`src/rtl/vedic_mul_seq_ctrl_if.sv`:
```
// Operand, core-multiplier and result handshake bundle for vedic_mul_seq_ctrl.
// The slave modport is the sequencer; the master modport is its environment.
interface vedic_mul_seq_ctrl_if #(
    parameter int W = 4
);
    logic            in_valid;
    logic            in_ready;
    logic [2*W-1:0]  a;
    logic [2*W-1:0]  b;
    logic [W-1:0]    mul_a;
    logic [W-1:0]    mul_b;
    logic [2*W-1:0]  mul_p;
    logic            busy;
    logic            out_valid;
    logic            out_ready;
    logic [4*W-1:0]  product;

    modport slave (
        input  in_valid, a, b, mul_p, out_ready,
        output in_ready, mul_a, mul_b, busy, out_valid, product
    );

    modport master (
        output in_valid, a, b, mul_p, out_ready,
        input  in_ready, mul_a, mul_b, busy, out_valid, product
    );
endinterface

```
`src/rtl/vedic_mul_seq_ctrl.sv`:
```
// Sequences a 2W x 2W unsigned multiply over four cycles through one shared
// W x W core, accumulating shifted partial products into a 4W result.
module vedic_mul_seq_ctrl #(
    parameter int W = 4
) (
    input  logic                  clk,
    input  logic                  rst_n,
    vedic_mul_seq_ctrl_if.slave   bus
);
    localparam int PW = 2 * W;
    localparam int RW = 4 * W;

    typedef enum logic [1:0] {
        S_IDLE = 2'd0,
        S_CALC = 2'd1,
        S_DONE = 2'd2
    } state_t;

    state_t          r_state;
    state_t          w_next;
    logic [1:0]      r_step;
    logic [RW-1:0]   r_acc;
    logic [PW-1:0]   r_a;
    logic [PW-1:0]   r_b;
    logic [RW-1:0]   r_product;
    logic [W-1:0]    w_mul_a;
    logic [W-1:0]    w_mul_b;
    logic [RW-1:0]   w_partial;
    logic [RW-1:0]   w_sum;

    // Core operands stay at zero outside CALC so the shared core sees no toggling.
    always_comb begin
        w_mul_a   = '0;
        w_mul_b   = '0;
        w_partial = '0;
        if (r_state == S_CALC) begin
            case (r_step)
                2'd0: begin
                    w_mul_a   = r_a[W-1:0];
                    w_mul_b   = r_b[W-1:0];
                    w_partial = {{(RW-PW){1'b0}}, bus.mul_p};
                end
                2'd1: begin
                    w_mul_a   = r_a[PW-1:W];
                    w_mul_b   = r_b[W-1:0];
                    w_partial = {{W{1'b0}}, bus.mul_p, {W{1'b0}}};
                end
                2'd2: begin
                    w_mul_a   = r_a[W-1:0];
                    w_mul_b   = r_b[PW-1:W];
                    w_partial = {{W{1'b0}}, bus.mul_p, {W{1'b0}}};
                end
                default: begin
                    w_mul_a   = r_a[PW-1:W];
                    w_mul_b   = r_b[PW-1:W];
                    w_partial = {bus.mul_p, {PW{1'b0}}};
                end
            endcase
        end
    end

    assign w_sum = r_acc + w_partial;

    always_comb begin
        w_next = r_state;
        case (r_state)
            S_IDLE:  if (bus.in_valid)   w_next = S_CALC;
            S_CALC:  if (r_step == 2'd3) w_next = S_DONE;
            S_DONE:  if (bus.out_ready)  w_next = S_IDLE;
            default: w_next = S_IDLE;
        endcase
    end

    always_ff @(posedge clk or negedge rst_n) begin
        if (!rst_n) begin
            r_state   <= S_IDLE;
            r_step    <= '0;
            r_acc     <= '0;
            r_a       <= '0;
            r_b       <= '0;
            r_product <= '0;
        end else begin
            r_state <= w_next;
            case (r_state)
                S_IDLE: begin
                    if (bus.in_valid) begin
                        r_a    <= bus.a;
                        r_b    <= bus.b;
                        r_acc  <= '0;
                        r_step <= '0;
                    end
                end
                S_CALC: begin
                    r_acc  <= w_sum;
                    r_step <= r_step + 2'd1;
                    // The last partial lands directly in the result register.
                    if (r_step == 2'd3) r_product <= w_sum;
                end
                default: ;
            endcase
        end
    end

    assign bus.in_ready  = (r_state == S_IDLE);
    assign bus.busy      = (r_state == S_CALC) || (r_state == S_DONE);
    assign bus.out_valid = (r_state == S_DONE);
    assign bus.mul_a     = w_mul_a;
    assign bus.mul_b     = w_mul_b;
    assign bus.product   = r_product;
endmodule

```
`src/flat_wrapper.sv`:
```
// flat-port wrapper written by rule: the top's interface ports become plain ports
module vedic_mul_seq_ctrl_flat 
#(
    parameter int W = 4
)
  (clk, rst_n, bus_in_valid, bus_a, bus_b, bus_mul_p, bus_out_ready, bus_in_ready, bus_mul_a, bus_mul_b, bus_busy, bus_out_valid, bus_product);
  vedic_mul_seq_ctrl_if #(.W(W)) bus_i ();
  input  logic clk;
  input  logic rst_n;
  input wire logic [$bits(bus_i.in_valid)-1:0] bus_in_valid;
  input wire logic [$bits(bus_i.a)-1:0] bus_a;
  input wire logic [$bits(bus_i.b)-1:0] bus_b;
  input wire logic [$bits(bus_i.mul_p)-1:0] bus_mul_p;
  input wire logic [$bits(bus_i.out_ready)-1:0] bus_out_ready;
  output wire logic [$bits(bus_i.in_ready)-1:0] bus_in_ready;
  output wire logic [$bits(bus_i.mul_a)-1:0] bus_mul_a;
  output wire logic [$bits(bus_i.mul_b)-1:0] bus_mul_b;
  output wire logic [$bits(bus_i.busy)-1:0] bus_busy;
  output wire logic [$bits(bus_i.out_valid)-1:0] bus_out_valid;
  output wire logic [$bits(bus_i.product)-1:0] bus_product;
  assign bus_i.in_valid = bus_in_valid;
  assign bus_i.a = bus_a;
  assign bus_i.b = bus_b;
  assign bus_i.mul_p = bus_mul_p;
  assign bus_i.out_ready = bus_out_ready;
  assign bus_in_ready = bus_i.in_ready;
  assign bus_mul_a = bus_i.mul_a;
  assign bus_mul_b = bus_i.mul_b;
  assign bus_busy = bus_i.busy;
  assign bus_out_valid = bus_i.out_valid;
  assign bus_product = bus_i.product;
  vedic_mul_seq_ctrl #(.W(W)) u_core (.clk(clk), .rst_n(rst_n), .bus(bus_i));
endmodule
```
`config.mk`:
```
export PLATFORM = sky130hd
export DESIGN_NAME = vedic_mul_seq_ctrl_flat
export DESIGN_NICKNAME = d
export VERILOG_FILES = /design/src/rtl/vedic_mul_seq_ctrl_if.sv /design/src/rtl/vedic_mul_seq_ctrl.sv /design/src/flat_wrapper.sv
export SDC_FILE = /design/constraint.sdc
export NUM_CORES = 1
export LEC_CHECK = 0
export CAP_MARGIN = 20
export CORE_UTILIZATION = 40
export DETAILED_ROUTE_END_ITERATION = 10
export HOLD_SLACK_MARGIN = 0.15
export MAX_ROUTING_LAYER = met4
export PLACE_DENSITY = 0.63
export SYNTH_ARGS = -nofsm -noshare
export SYNTH_HDL_FRONTEND = slang
export SYNTH_SLANG_ARGS = --single-unit
```
`constraint.sdc`:
```
create_clock -name clk -period 7.11 [get_ports clk]
set_input_delay 1.422 -clock clk [delete_from_list [all_inputs] [get_ports clk]]
set_output_delay 1.422 -clock clk [all_outputs]
set_load 0.01 [all_outputs]
```
# --- Yosys cells after proc, flatten, opt, wreduce, memory -nomap -nowiden ---
# Index checks and enable logic that the tools add are counted.
word_totals:
  register_bits: 52
  out_inout_bits: 27
  elab_cells: 41
classes:
  add_sub_neg: 2
  n_eq_ne: 8
  n_mux: 14
  reduce_logical: 11
ops:
  columns: ["op", "count"]
  rows:
  - ["one-hot mux 16 bit (2 select lines)", 2]
  - ["2-to-1 mux 16 bit", 2]
  - ["adder 16 bit", 1]
  - ["2-to-1 mux 4 bit", 4]
  - ["2-to-1 mux 2 bit", 4]
  - ["equality test 2 bit (second input constant)", 3]
  - ["!= test 2 bit (second input constant)", 3]
  - ["one-hot mux 2 bit (3 select lines)", 1]
  - ["AND reduction 2 bit", 3]
  - ["OR reduction 2 bit", 3]
  - ["equality test 2 x 1 -> 1 bit (second input constant)", 2]
  - ["logical NOT 2 bit", 2]
  - ["one-hot mux 2 bit (2 select lines)", 1]
  - ["AND reduction 3 bit", 1]
  - ["adder 2 x 1 -> 2 bit (second input constant)", 1]
  - ["nonzero test 2 bit", 1]
  - ["logical OR 1 bit", 1]

# --- Depth between registers and ports, before layout ---
# Gate-level depths: netlist (run 1).
depth:
  depth_word: 6
  depth_mapped: 13
  depth_no_buf: 12

# --- Least setup slack after synthesis (run 1) ---
# Ideal clock, no wire load.
synth_timing:
  kind: "input to register"
  start: "in bus_mul_p[0]"
  end: "reg u_core.r_product[14] (netlist: u_core.bus.product[14])"
  arrival_time_ns: 3.352
  required_ns: 7.035
  setup_slack_ns: 3.683
  path_stages: 9
  path_cell_list: "and3_1 ha_1 fa_1 a21o_1 a221oi_2 o221ai_2 a311oi_1 nor3b_2 o21ai_2"
synth_via:
  elab_chain_cells: 3
synth_lines:
  columns: ["item", "line", "source"]
  rows:
  - ["from (decl)", "flat_wrapper.sv:13", "input wire logic [$bits(bus_i.mul_p)-1:0] bus_mul_p;"]
  - ["one-hot mux 16 bit (2 select lines)", "vedic_mul_seq_ctrl.sv:37", "case (r_step)"]
  - ["2-to-1 mux 16 bit", "vedic_mul_seq_ctrl.sv:36", "if (r_state == S_CALC) begin"]
  - ["adder 16 bit", "vedic_mul_seq_ctrl.sv:62", "assign w_sum = r_acc + w_partial;"]
  - ["to (signal assigned)", "vedic_mul_seq_ctrl.sv:97", "if (r_step == 2'd3) r_product <= w_sum;"]
  - ["to (decl)", "vedic_mul_seq_ctrl.sv:25", "logic [RW-1:0] r_product;"]
# No other way between the ends.
# A chain may end at the register's enable or synchronous reset.

# --- Worst setup path in the final report (run 1) ---
# Ends and elaborated chain as after synthesis.

==> out/qor.txt, run 1 <==
Critical-path maximum fanout = 4
FF/Latch Area = 1300 um^2
Fin crit share = 0.545
Nature of the critical path endpoint = flip-flop
Kind of critical path = in2reg
Fraction of registers with async set/reset = 1.00
Critical path's largest stage delay = 0.45 ns
Initial DRC Count = 145
Clock root buffer = clkbuf_8
# IOs = 55
Synth Area in XOR/XNOR = 0.0395
GP Congestion = 0.871
Vias post-DR = 2493
Clk_lat worst skew = 0.31 ns
Setup violators final = 0
I/O Buffers = 54
Yosys top cell area share = 0.419
Measured slew at the worst slew-check pin = 0.961 ns
HPWL after detailed placement = 5170 um
Relative slew slack = 0.358
Period minus WS final = 3.88 ns
CP max-delay cell = clkdlybuf4s50_1
Post-Synth Adder-Cell Area = 0.0950
Post-route ant nets = 0
Final Hold Vio Count = 0
Vias in the first global route = 2500
Worst setup slack after layout = 3.23 ns
Cts hold-fix bufs = 0
Crit-path leading delay family = compound AO/OA/AOI/OAI gates
Die W = 90.1 um
Setup WS pre-CTS = 2.94 ns
Worst-path clk slew = 0.09 ns
Router iterations before antenna repair = 4
Syn Area/Cell = 9.93 um^2
Post-synth EDFFs = 0
Average wire per standard cell = 15.3 um
CTS H-tree depth = 2
Run status = finished clean
Fillers = 690
Area contributors post-synth = dfrtp_1 42%, ha_1 8.9%, mux2_2 8.7%, nand2_1 5.0%, o21ai_0 4.5%
Worst hold path class = reg2reg
Area grow syn2layout = 22.7%
Syn nets = 364
Die area = 8120 um^2
First-pass GRT wire length = 12200 um
Ys Warns = 0
Clk_skew = 0.00923 ns
Global Route Usage Sum = 0.192
Post-CTS Resized = 0
Post-Syn Instances = 313
Avg Vias per Cell = 5.41
Multi-input gate area = 1710 um^2
# Post-CTS Setup Buffers = 0
Leakage = 0.00172 uW
Starting density of the core = 0.422
Sequential area share after synthesis = 0.419
Num CTS Buffers = 5
Top_reg_cell synth = dfrtp_1
Combinational share of power = 0.540
Clock power share = 0.118
P_sw = 582 uW
Worst-path cell chain = clkdlybuf4s50_1 -> and3_1 -> ha_1 -> fa_1 -> a21o_1 -> a221oi_2 -> o221ai_2 -> a311oi_1 -> nor3b_2 -> o21ai_2
Share of cells above drive strength 1 = 0.119
Grt total ovfl = 0
Mux contribution to synthesized area = 0.0902
Synth Register Bits = 52
Sequential share of power = 0.343
Pin count of the biggest net entering global routing = 53
Setup crit start kind = primary input
Buf+Inv Stages, Crit Path = 1
RSZ-0062 raised after global routing = no
Residual DRC = 0
Cell with the most instances after synthesis = dfrtp_1
Detailed Route WL = 7050 um
Sw frac = 0.405
DIE HEIGHT = 90.1 um
MaxCap Viol Count = 0
Synth cell types = 44
Post-synthesis simple-gate area fraction = 0.129
Pwr dens = 378 nW/um^2
Post-route insts no fill = 461
CTS tree = done
CTS Buffer Depth = 2
Max Slew Vio Count = 0
Clk sinks = 52
Mapped Area = 3110 um^2
WP data arrival = 4.10 ns
Fmax = 258 MHz
Synth top cells by count = 52 x dfrtp_1, 41 x nand2_1, 28 x o21ai_0
Peak supply drop = 170 uV
Ant. Diodes = 0
Core area = 7370 um^2
Final #Nets = 412
Setup TNS = 0 ns
Post-synthesis compound-gate area fraction = 0.197
FP Rows = 31
Dpl cells = 453
Cell taking the most area after synthesis = dfrtp_1
WP data required = 7.33 ns
Internal power = 857 uW
Number of antenna violations at the first check in global routing = 0
Hold WS = 0.480 ns
Largest family of logic cells by synthesized area = compound AO/OA/AOI/OAI gates
[layer usage]
metal | share of wire | vias to the layer above | track usage
li1 | - | 1216 | -
met1 | 0.47 | 1193 | 0.246
met2 | 0.47 | 74 | 0.309
met3 | 0.043 | 10 | 0.0364
met4 | 0.011 | 0 | 0.0551
met5 | 0 | - | -
[power groups by stage]
stage	combinational [uW]	clock [uW]	sequential, uW
2_1_floorplan	489	0	501
3_3_place_gp	774	0	497
3_5_place_dp	778	0	500
4_1_cts	782	175	494
5_1_grt	868	189	509
6_report	777	169	493
[cells by family after synthesis]
group / after synthesis
compound gates: 91
xor+xnor: 14
fa+ha+maj: 23
buf+inv: 25
flops: 52
mux: 25
simple gates: 83
[cells in the final DEF (no fill, tap or decap), types with 4 or more instances in the layout]
cell type,n
clkdlybuf4s50_1,53
dfrtp_1,52
nand2_1,41
o21ai_0,28
mux2_2,24
ha_1,22
a21oi_1,16
inv_1,11
and3_1,10
nor2_1,9
a22oi_1,8
a21boi_0,8
xor2_1,8
a22o_1,8
nor2b_1,6
xnor2_1,6
nand3_1,5
clkbuf_8,5
nand2b_1,4
a21o_1,4
[state kept, by name (all words and copies together), names as in the netlist]
signal and flops:
u_core.r_state 2, u_core.r_a 8, u_core.r_b 8, u_core.bus.product 16, u_core.r_acc 16, u_core.r_step 2
[through the flow]
stage	utilization	power [uW]	instance area [um^2]
finish	0.517	1440	3810
global route	0.517	1570	3810
CTS	0.517	1450	3810
detailed placement	0.505	1280	3720
global placement	0.505	1270	3720
floorplan	-	990	3110
[area by class of cell]
cell class,count,share of cell area
Multi-Input combinational cell,236,0.450
Sequential cell,52,0.341
Timing Repair Buffer,55,0.142
Tap cell,99,0.0325
Clock buffer,5,0.0181
Inverter,11,0.0108
Clock inverter,3,0.00492
[worst min-delay path, stage by stage (launching register included)]
cell and delay (ns):
dfrtp_1 0.35, nand2_1 0.06, o21ai_2 0.05
[worst paths after layout]
path | slack [ns] | start | cells past startpoint | to
min in group asynchronous | 1.21 | rst_n | 2 | u_core.bus.product[3]$_DFFE_PN0P_
worst min register to register | 0.48 | u_core.bus.product[14]$_DFFE_PN0P_ | 2 | u_core.bus.product[14]$_DFFE_PN0P_
max in group asynchronous | 5.45 | rst_n | 2 | u_core.r_acc[7]$_DFFE_PN0P_
worst min-delay path | 0.48 | u_core.bus.product[14]$_DFFE_PN0P_ | 2 | u_core.bus.product[14]$_DFFE_PN0P_
worst max-delay path | 3.23 | bus_mul_p[0] | 10 | u_core.bus.product[14]$_DFFE_PN0P_
worst max register to register | 3.52 | u_core.r_state[1]$_DFFE_PN0P_ | 11 | u_core.bus.product[11]$_DFFE_PN0P_
Power figures use the tool's default switching activity.
==> run 2, diff against run 1 <==
--- a/config.mk
+++ b/config.mk
@@ -10,7 +10,7 @@
 export DETAILED_ROUTE_END_ITERATION = 10
 export HOLD_SLACK_MARGIN = 0.15
 export MAX_ROUTING_LAYER = met4
-export PLACE_DENSITY = 0.63
+export PLACE_DENSITY = 0.66
 export SYNTH_ARGS = -nofsm -noshare
 export SYNTH_HDL_FRONTEND = slang
 export SYNTH_SLANG_ARGS = --single-unit
==> constraint.sdc (replaced) <==
create_clock -name clk -period 3.2 [get_ports clk]
set_input_delay 0.64 -clock clk [delete_from_list [all_inputs] [get_ports clk]]
set_output_delay 0.64 -clock clk [all_outputs]
set_load 0.01 [all_outputs]
==> run 2 against run 1 <==
- non-clock buffer count up 17
- die area did not move
- sequential share of layout area fell by 1.3 points
- wire length increased by 2.3%
- clock power up 140%
- clock skew grew 0.00079 ns
- via count up 2.8%
- clock-buffer cell count did not move
- register-to-register slack worse by 3.3 ns
- largest power group unchanged
==> out/qor.txt, run 2 (same netlist as run 1, synthesis figures left out) <==
Num CTS Buffers = 5 (unchanged)
Router iterations before antenna repair = 4 (unchanged)
Residual DRC = 0 (unchanged)
Detailed Route WL = 7210 um (was 7050 um)
Grt total ovfl = 0 (unchanged)
Clk_lat worst skew = 0.31 ns (about the same)
Clk sinks = 52 (unchanged)
Number of antenna violations at the first check in global routing = 0 (unchanged)
I/O Buffers = 54 (unchanged)
RR Startpoint = u_core.r_step[0]$_DFFE_PN0P_ (was u_core.r_state[1]$_DFFE_PN0P_)
Clock root buffer = clkbuf_8 (unchanged)
Worst setup path endpoint = u_core.bus.product[14]$_DFFE_PN0P_ (unchanged)
Critical-path maximum fanout = 5 (was 4)
Fin crit share = 0.943
Leakage = 0.00180 uW (was 0.00172 uW)
Initial DRC Count = 108 (was 145)
R2R Setup Slk = 0.18 ns (was 3.52 ns)
Worst hold path class = in2async (was reg2reg)
Die area = 8120 um^2 (unchanged)
Reg2reg end = u_core.bus.product[14]$_DFFE_PN0P_ (was u_core.bus.product[11]$_DFFE_PN0P_)
Average wire per standard cell = 15.1 um (was 15.3 um)
Stages on the worst setup path = 12 (was 10)
MaxCap Viol Count = 0 (unchanged)
Clk_skew = 0.0100 ns (was 0.00923 ns)
Starting density of the core = 0.422 (unchanged)
Vias post-DR = 2564 (was 2493)
Pwr dens = 843 nW/um^2 (was 378 nW/um^2)
CTS Buffer Depth = 2 (unchanged)
Pin count of the biggest net entering global routing = 35 (was 53)
Ant. Diodes = 0 (unchanged)
First-pass GRT wire length = 12300 um (was 12200 um)
CTS H-tree depth = 2 (unchanged)
Fillers = 680 (was 690)
WP data required = 3.43 ns (was 7.33 ns)
Worst-path cell chain = inv_1 -> ha_1 -> nor2b_2 -> a22oi_1 -> nor2b_1 -> ha_1 -> and3_1 -> nand2_1 -> o221ai_2 -> or4b_1 -> nor3b_2 -> o21ai_2 (was clkdlybuf4s50_1 -> and3_1 -> ha_1 -> fa_1 -> a21o_1 -> a221oi_2 -> o221ai_2 -> a311oi_1 -> nor3b_2 -> o21ai_2)
Nature of the critical path endpoint = flip-flop (unchanged)
WP data arrival = 3.25 ns (was 4.10 ns)
Cts hold-fix bufs = 0 (unchanged)
FP Rows = 31 (unchanged)
Relative slew slack = 0.391 (was 0.358)
DIE HEIGHT = 90.1 um (unchanged)
Die W = 90.1 um (unchanged)
Kind of critical path = reg2reg (was in2reg)
Post-route ant nets = 0 (unchanged)
Period minus WS final = 3.02 ns
Peak supply drop = 382 uV (was 170 uV)
Share of cells above drive strength 1 = 0.177 (was 0.119)
Vias in the first global route = 2545 (was 2500)
Fmax = 331 MHz
Reg2reg path depth = 12 (was 11)
Critical path's largest stage delay = 0.46 ns (was 0.45 ns)
FF/Latch Area = 1300 um^2 (about the same)
Crit-path leading delay family = simple AND/OR/NAND/NOR gates (was compound AO/OA/AOI/OAI gates)
Setup violators final = 0 (unchanged)
Setup crit start kind = flip-flop (was primary input)
Most frequent cells in the layout = 53 x clkdlybuf4s50_1, 50 x dfrtp_1, 41 x nand2_1, 27 x o21ai_0, 24 x mux2_2 (was 53 x clkdlybuf4s50_1, 52 x dfrtp_1, 41 x nand2_1, 28 x o21ai_0, 24 x mux2_2)
Final Hold Vio Count = 0 (unchanged)
HPWL after detailed placement = 5390 um (was 5170 um)
# IOs = 55 (unchanged)
Most common cell after layout, fill and taps aside = clkdlybuf4s50_1 (unchanged)
Hold WS = 0.256 ns (was 0.480 ns)
Avg Vias per Cell = 5.36 (was 5.41)
Post-route cell area = 3980 um^2 (was 3810 um^2)
Multi-input gate area = 1740 um^2 (was 1710 um^2)
CTS tree = done (unchanged)
GP Congestion = 0.914 (was 0.871)
Buf+Inv Stages, Crit Path = 1 (unchanged)
CP max-delay cell = or4b_1 (was clkdlybuf4s50_1)
Global Route Usage Sum = 0.192 (about the same)
Placement-stage cell area = 3830 um^2 (was 3720 um^2)
Area grow syn2layout = 27.9% (was 22.7%)
Max Slew Vio Count = 0 (unchanged)
Worst-path clk slew = 0.11 ns (was 0.09 ns)
CP startpoint = u_core.r_step[0]$_DFFE_PN0P_ (was bus_mul_p[0])
Final #Nets = 429 (was 412)
Run status = finished clean (unchanged)
Core area = 7370 um^2 (unchanged)
RSZ-0062 raised after global routing = yes (was no)
Most frequent CP cell = ha_1
Measured slew at the worst slew-check pin = 0.912 ns (was 0.961 ns)
-- run 2: worst register-to-register path, cell delays in order (launching register included) --
cell and delay [ns]:
dfrtp_2 0.42, inv_1 0.07, ha_1 0.31, nor2b_2 0.19, a22oi_1 0.17, nor2b_1 0.08, ha_1 0.36, and3_1 0.20
nand2_1 0.08, o221ai_2 0.30, or4b_1 0.46, nor3b_2 0.19, o21ai_2 0.11
-- run 2: worst min path at each step --
stage / from / to / slack, ns / cells after the start
floorplan: rst_n / u_core.bus.product[0]$_DFFE_PN0P_ / 0.34 / 0
global placement: u_core.bus.product[5]$_DFFE_PN0P_ / u_core.bus.product[5]$_DFFE_PN0P_ / 0.46 / 2
detailed placement: u_core.bus.product[11]$_DFFE_PN0P_ / u_core.bus.product[11]$_DFFE_PN0P_ / 0.47 / 2
CTS: rst_n / u_core.bus.product[1]$_DFFE_PN0P_ / 0.27 / 1
global route: rst_n / u_core.r_acc[1]$_DFFE_PN0P_ / 0.29 / 1
finish: rst_n / u_core.bus.product[1]$_DFFE_PN0P_ / 0.26 / 1
-- run 2: per-layer routing --
metal	vias up	track usage	routed length (um)
li1	1254	-	-
met1	1233	0.253	3420
met2	67	0.306	3340
met3	10	0.0313	335
met4	0	0.0524	116
met5	-	-	0
-- run 2: area by class of cell --
| cell class | count | area share |
|---|---|---|
| inverters | 11 | 0.0104 |
| well taps | 99 | 0.0312 |
| multi-input cells | 236 | 0.438 |
| clock buffers | 5 | 0.0173 |
| repair buffers | 72 | 0.169 |
| flip-flops and latches | 52 | 0.328 |
| clock inverters | 3 | 0.00661 |
-- run 2: power breakdown --
group          total (uW)  leakage [uW]  internal, uW  switching, uW
Sequential           1100      0.000656           939            162
Clock                 401     0.0000487           160            241
Combinational        1850       0.00110           908            942
Total                3350       0.00180          2010           1350
-- run 2: repair_timing --
| action | CTS | global route |
|---|---|---|
| setup buffers | 0 | 2 |
| gates resized for setup | 0 | 10 |
| endpoints found under the setup margin | 0 | 14 |
| hold endpoints to repair | 0 | 0 |
-- run 2: metrics by stage --
stage	setup slack, ns	std cells	setup TNS, ns	utilization	total power (uW)
after detailed placement	-0.0470	468	-0.101	0.520	2930
after global routing	-0.0207	478	-0.0379	0.539	3630
after CTS	0.0702	476	0	0.533	3340
after floorplan	0.261	313	0	-	2200
final	0.182	478	0	0.539	3350
after global placement	-0.0201	468	-0.0201	0.520	2900
==> run 3, diff against run 2 <==
--- a/config.mk
+++ b/config.mk
@@ -5,12 +5,14 @@
 export SDC_FILE = /design/constraint.sdc
 export NUM_CORES = 1
 export LEC_CHECK = 0
-export CAP_MARGIN = 20
-export CORE_UTILIZATION = 40
+export CAP_MARGIN = 25
+export CELL_PAD_IN_SITES_DETAIL_PLACEMENT = 1
+export CELL_PAD_IN_SITES_GLOBAL_PLACEMENT = 1
+export CORE_UTILIZATION = 37
 export DETAILED_ROUTE_END_ITERATION = 10
 export HOLD_SLACK_MARGIN = 0.15
 export MAX_ROUTING_LAYER = met4
-export PLACE_DENSITY = 0.66
+export PLACE_DENSITY = 0.77
 export SYNTH_ARGS = -nofsm -noshare
 export SYNTH_HDL_FRONTEND = slang
 export SYNTH_SLANG_ARGS = --single-unit
==> run 3 against run 2 <==
- highest routed layer unchanged
- hold slack gained 0.026 ns
- wire length increased by 13%
- register-to-register slack improved by 0.03 ns
==> out/qor.txt, run 3 (same netlist as run 1, synthesis figures left out) <==
GRT busiest layer = met2 (unchanged)
Met1 usage = 0.248 (was 0.253)
# IOs = 55 (unchanged)
Setup crit start kind = flip-flop (unchanged)
Worst-path clk slew = 0.11 ns (about the same)
Avg Vias per Cell = 5.35 (was 5.36)
Pwr dens = 853 nW/um^2 (was 843 nW/um^2)
Setup TNS = 0 ns (unchanged)
Fin crit share = 0.934 (was 0.943)
Area grow syn2layout = 31.4% (was 27.9%)
Clock power share = 0.118 (was 0.120)
Post-route ant nets = 0 (unchanged)
Hold WS = 0.282 ns (was 0.256 ns)
Residual DRC = 0 (unchanged)
Die area = 8770 um^2 (was 8120 um^2)
Fmax = 335 MHz (was 331 MHz)
Critical-path maximum fanout = 5 (unchanged)
Internal power = 2060 uW (was 2010 uW)
WP data arrival = 3.15 ns (was 3.25 ns)
CTS Buffer Depth = 2 (unchanged)
Num CTS Buffers = 5 (unchanged)
Worst hold path class = in2async (unchanged)
Period minus WS final = 2.99 ns (was 3.02 ns)
WP data required = 3.36 ns (was 3.43 ns)
Dpl cells = 476 (was 468)
Most frequent cells in the layout = 53 x clkdlybuf4s50_1, 52 x dfrtp_1, 41 x nand2_1, 26 x o21ai_0 (was 53 x clkdlybuf4s50_1, 50 x dfrtp_1, 41 x nand2_1, 27 x o21ai_0, 24 x mux2_2)
Relative slew slack = 0.380 (was 0.391)
Grt met3 use = 0.0268 (was 0.0313)
Clk_skew = 0.0135 ns (was 0.0100 ns)
Router iterations before antenna repair = 6 (was 4)
I/O Buffers = 54 (unchanged)
Sw frac = 0.409 (was 0.401)
Max Slew Vio Count = 0 (unchanged)
FP Rows = 33 (was 31)
Detailed Route WL = 8150 um (was 7210 um)
Post-layout util = 0.499 (was 0.539)
Most common cell after layout, fill and taps aside = clkdlybuf4s50_1 (unchanged)
Combinational share of power = 0.564 (was 0.552)
Leakage = 0.00183 uW (was 0.00180 uW)
Core area = 8180 um^2 (was 7370 um^2)
Tot Pwr = 3480 uW (was 3350 uW)
Vias in the first global route = 2742 (was 2545)
GP Congestion = 0.825 (was 0.914)
Measured slew at the worst slew-check pin = 0.928 ns (was 0.912 ns)
Sequential share of power = 0.318 (was 0.328)
Met2 track demand over resource = 0.361 (was 0.306)
Number of antenna violations at the first check in global routing = 0 (unchanged)
Initial DRC Count = 101 (was 108)
Peak supply drop = 328 uV (was 382 uV)
Setup violators final = 0 (unchanged)
Run status = finished clean (unchanged)
Fillers = 910 (was 680)
HPWL after detailed placement = 6140 um (was 5390 um)
P_sw = 1420 uW (was 1350 uW)
Starting density of the core = 0.380 (was 0.422)
Nature of the critical path endpoint = flip-flop (unchanged)
Vias post-DR = 2622 (was 2564)
Final Hold Vio Count = 0 (unchanged)
Final #Nets = 435 (was 429)
FF/Latch Area = 1300 um^2 (about the same)
Pin count of the biggest net entering global routing = 31 (was 35)
CTS H-tree depth = 2 (unchanged)
Die W = 93.6 um (was 90.1 um)
RSZ-0062 raised after global routing = no (was yes)
First-pass GRT wire length = 13500 um (was 12300 um)
Clk sinks = 52 (unchanged)
Multi-input gate area = 1800 um^2 (was 1740 um^2)
Kind of critical path = reg2reg (unchanged)
Global Route Usage Sum = 0.205 (was 0.192)
Ant. Diodes = 0 (unchanged)
Share of cells above drive strength 1 = 0.203 (was 0.177)
DIE HEIGHT = 93.6 um (was 90.1 um)
Post-route insts no fill = 490 (was 478)
CTS tree = done (unchanged)
MaxCap Viol Count = 0 (unchanged)
Average wire per standard cell = 16.6 um (was 15.1 um)
Grt total ovfl = 0 (unchanged)
Clock root buffer = clkbuf_8 (unchanged)
Clk_lat worst skew = 0.32 ns (was 0.31 ns)
Cts hold-fix bufs = 0 (unchanged)
-- run 3: cell count changes in the layout (fill, tap and decap cells not counted), moves of 2 or more --
cell / before / now
dfrtp_2: 2 / 0
nor2_1: 9 / 7
nor2_2: 0 / 2
dfrtp_1: 50 / 52
buf_4: 18 / 24
-- run 3: stage by stage --
step | instance area [um^2] | setup slack, ns
global placement | 3850 | -0.0447
global route | 4080 | 0.0244
floorplan | 3110 | 0.261
detailed placement | 3850 | -0.0804
finish | 4080 | 0.211
CTS | 3950 | 0.0187
-- run 3: cell type report --
class	instances	area share
clock buffers	5	0.0169
clock inverters	3	0.00644
multi-input cells	236	0.440
well taps	105	0.0322
flip-flops and latches	52	0.319
repair buffers	78	0.175
inverters	11	0.0101
-- run 3: worst paths after layout --
check	slack, ns	to	startpoint	depth (start not counted)
worst min register to register	0.49	u_core.bus.product[9]$_DFFE_PN0P_	u_core.bus.product[9]$_DFFE_PN0P_	2
worst max-delay path	0.21	u_core.bus.product[12]$_DFFE_PN0P_	u_core.r_step[0]$_DFFE_PN0P_	12
min in group clk	0.49	u_core.bus.product[9]$_DFFE_PN0P_	u_core.bus.product[9]$_DFFE_PN0P_	2
max in group asynchronous	2.14	u_core.bus.product[10]$_DFFE_PN0P_	rst_n	2
worst min-delay path	0.28	u_core.bus.product[2]$_DFFE_PN0P_	rst_n	1
worst max register to register	0.21	u_core.bus.product[12]$_DFFE_PN0P_	u_core.r_step[0]$_DFFE_PN0P_	12
-- run 3: metal layers --
layer | up-vias | share of wire
met4 | 0 | 0.0095
met5 | - | 0
met2 | 48 | 0.52
met3 | 5 | 0.023
met1 | 1310 | 0.44
li1 | 1259 | -
-- run 3: critical path: stages, from the launching register on --
cell and delay (ns):
dfrtp_1 0.44, inv_1 0.11, ha_2 0.29, buf_4 0.16
a22oi_1 0.18, nor2_1 0.06, ha_1 0.32, a21o_1 0.23
a221oi_4 0.36, o221ai_4 0.18, o31ai_2 0.22, xor2_1 0.19
o21ai_0 0.09
-- run 3: power groups by stage --
stage / clock (uW) / combinational (uW) / sequential [uW]
floorplan: 0 / 1090 / 1110
global placement: 0 / 1790 / 1110
detailed placement: 0 / 1870 / 1120
CTS: 421 / 1870 / 1110
global route: 447 / 2170 / 1140
finish: 410 / 1960 / 1110
-- run 3: repair_timing --
item                                    4_1_cts  5_1_grt
endpoints found under the setup margin        0       17
setup buffers                                 0        6
resized for setup                             0       18
hold endpoints to repair                      0        0
==> variant: new RTL, flow settings as in run 2 <==
Encoding of `state_t`: now one-hot (3 bits for 3 states).
--- a/src/rtl/vedic_mul_seq_ctrl.sv
+++ b/src/rtl/vedic_mul_seq_ctrl.sv
@@ -12,6 +12,6 @@
 
-    typedef enum logic [1:0] {
-        S_IDLE = 2'd0,
-        S_CALC = 2'd1,
-        S_DONE = 2'd2
+    typedef enum logic [2:0] {
+        S_IDLE = 3'b001,
+        S_CALC = 3'b010,
+        S_DONE = 3'b100
     } state_t;
Behaviour: no difference found for any inputs over 10 cycles, from zero or initial values and one cycle with rst_n low; not proved beyond that.
==> variant against run 2 <==
Sequential cell count increased by 1; setup slack worse by 0.035 ns; total power decreased by 26%; area after synthesis rose by 5.6%; utilization decreased by 2.2 points; via count is 13% higher; design area is 2.0% higher; non-clock buffer count is 4 lower; synthesized cell count rose by 15%; wire length up 19%.
==> variant: results (changes against run 2) <==
Layout:
- The count of clock buffers in the final design was 6 (+1).
- The ratio of cells with drive above 1 in the final layout is 0.134 (-0.0430).
- The number of diodes is 0 (unchanged).
- The number of non-clock inverters in the layout is 5 (-6).
- The final-layout fill cell count is 757 (+11%).
- The area share of buffers outside the clock network is 0.158 (-0.0108).
- The proportion of cell area occupied by multi-input gates is 0.457 (+0.0196).
- The area taken by flip-flops and latches was 1330 um2 (+1.8%).
- The total number of multi-input combinational cells was 277 (+17%).
- The non-clock buffer count in the final layout came to 68 (-5.6%).
- The post-layout net count was 458 (+6.8%).
- The clock distribution area overhead in the final layout was 0.0213 (-0.00264).

Placement:
- The cell area after placement came to 3950 um2 (+3.0%).

Clock tree:
- The number of sinks driven by the clock tree is 53 (+1.9%).

Global routing:
- The met2 usage in global routing is 0.327 (+0.0212).
- The global-route usage over all layers is 0.219 (+0.0270).
- The met1 global-route usage is 0.316 (+0.0634).
- The fraction of met3 tracks used by global routing came to 0.0279 (-0.00339).
- The first-pass GRT wire length came to 14200 um (+16%).
- The via count of the first global-routing pass is 2745 (+7.9%).

Detailed routing:
- The via count was 2891 (+13%).
- The average wire per cell in the routed design is 16.7 um (+11%).

Logic synthesis:
- The portion of netlist area occupied by mux cells came to 0.0549 (-0.0353).
- The synthesized-area fraction occupied by xor and xnor cells is 0.0267 (-0.0128).
- By count the netlist is led by nand2_1 (59), dfrtp_1 (52), o21ai_0 (26), a21oi_1 (23), nor2_1 (21).
- The portion of the post-synthesis area used by sequential elements is 0.405 (-0.0142).
- The compound-gate portion of the synthesized area is 0.215 (+0.0185).
- The count of unique library cells instantiated by Yosys is 58 (+32%).
- The adder-cell share of the synthesized area is 0.0786 (-0.0165).
- After synthesis, the cell types taking the most area are dfrtp_1 (40%), ha_1 (7.2%), nand2_1 (6.8%).

Critical path:
- The maximum cell stage delay along the critical path came to 0.56 ns (+0.10 ns).
- The maximum fanout count along the critical path is 10 (+5).
- The endpoint arrival time on the critical path was 2.41 ns (-0.84 ns).

Pwr:
- The power share of the clock group is 0.153 (+0.033).
- The power drawn by the combinational cells is 1.09 mW (-41%).
- The highest ir drop seen on vdd came to 244 uV (-36%).
- The static leakage is 1.81 nW (+0.50%).

STA:
- The worst clock skew on the final layout is 0.00667 ns (-0.00335 ns).
- The tightest slew margin relative to the limit is 0.646 (+0.255).

Floorplanning:
- The width of the die came to 92.6 um (+2.7%).

Outcome:
- The run finished with clean final reports.
-- variant: cell count changes after synthesis, moves of 6 or more --
cell,run 2,this run
nand2_1,41,59
nor2_1,9,21
a21boi_0,8,0
a22o_1,8,0
mux2_2,24,16
a21oi_1,16,23
a21o_1,4,10
inv_1,11,5
-- variant: per-layer routing --
layer,vias to the layer above,routed length (um)
met5,-,0
met3,8,327
met1,1406,4270
met4,0,95
li1,1406,-
met2,71,3890
-- variant: timing repair --
action / in CTS / in global routing
setup endpoints to repair: 0 / 4
setup buffers: 0 / 1
resized for setup: 0 / 3
-- variant: worst paths after layout --
check,start,endpoint,slack (ns),cells past startpoint
setup / recovery,u_core.r_step[0],bus_mul_a[1],0.15,7
hold / removal,rst_n,u_core.bus.product[14],0.30,1
setup reg to reg,u_core.r_state[2],u_core.r_acc[13],0.18,9
hold reg to reg,u_core.bus.product[1],u_core.bus.product[1],0.48,2
max in group asynchronous,rst_n,u_core.r_acc[6],2.10,2
min in group clk,u_core.bus.product[1],u_core.bus.product[1],0.48,2
-- variant: stage by stage --
step / utilization / power [mW] / cells / hold WS (ns) / setup WS [ns]
final: 0.517 / 2.48 / 513 / 0.299 / 0.147
after global placement: 0.503 / 2.08 / 504 / 0.460 / 0.0920
after detailed placement: 0.503 / 2.10 / 504 / 0.462 / 0.0558
after CTS: 0.514 / 2.50 / 512 / 0.313 / 0.154
after global routing: 0.517 / 2.65 / 513 / 0.327 / 0.0155
after floorplan: - / 1.64 / 360 / 0.344 / 0.193
-- variant: kinds of logic after synthesis --
family	after synthesis
compound gates	105
xor+xnor	10
fa+ha+maj	20
buf+inv	30
flops	53
mux	16
simple gates	126
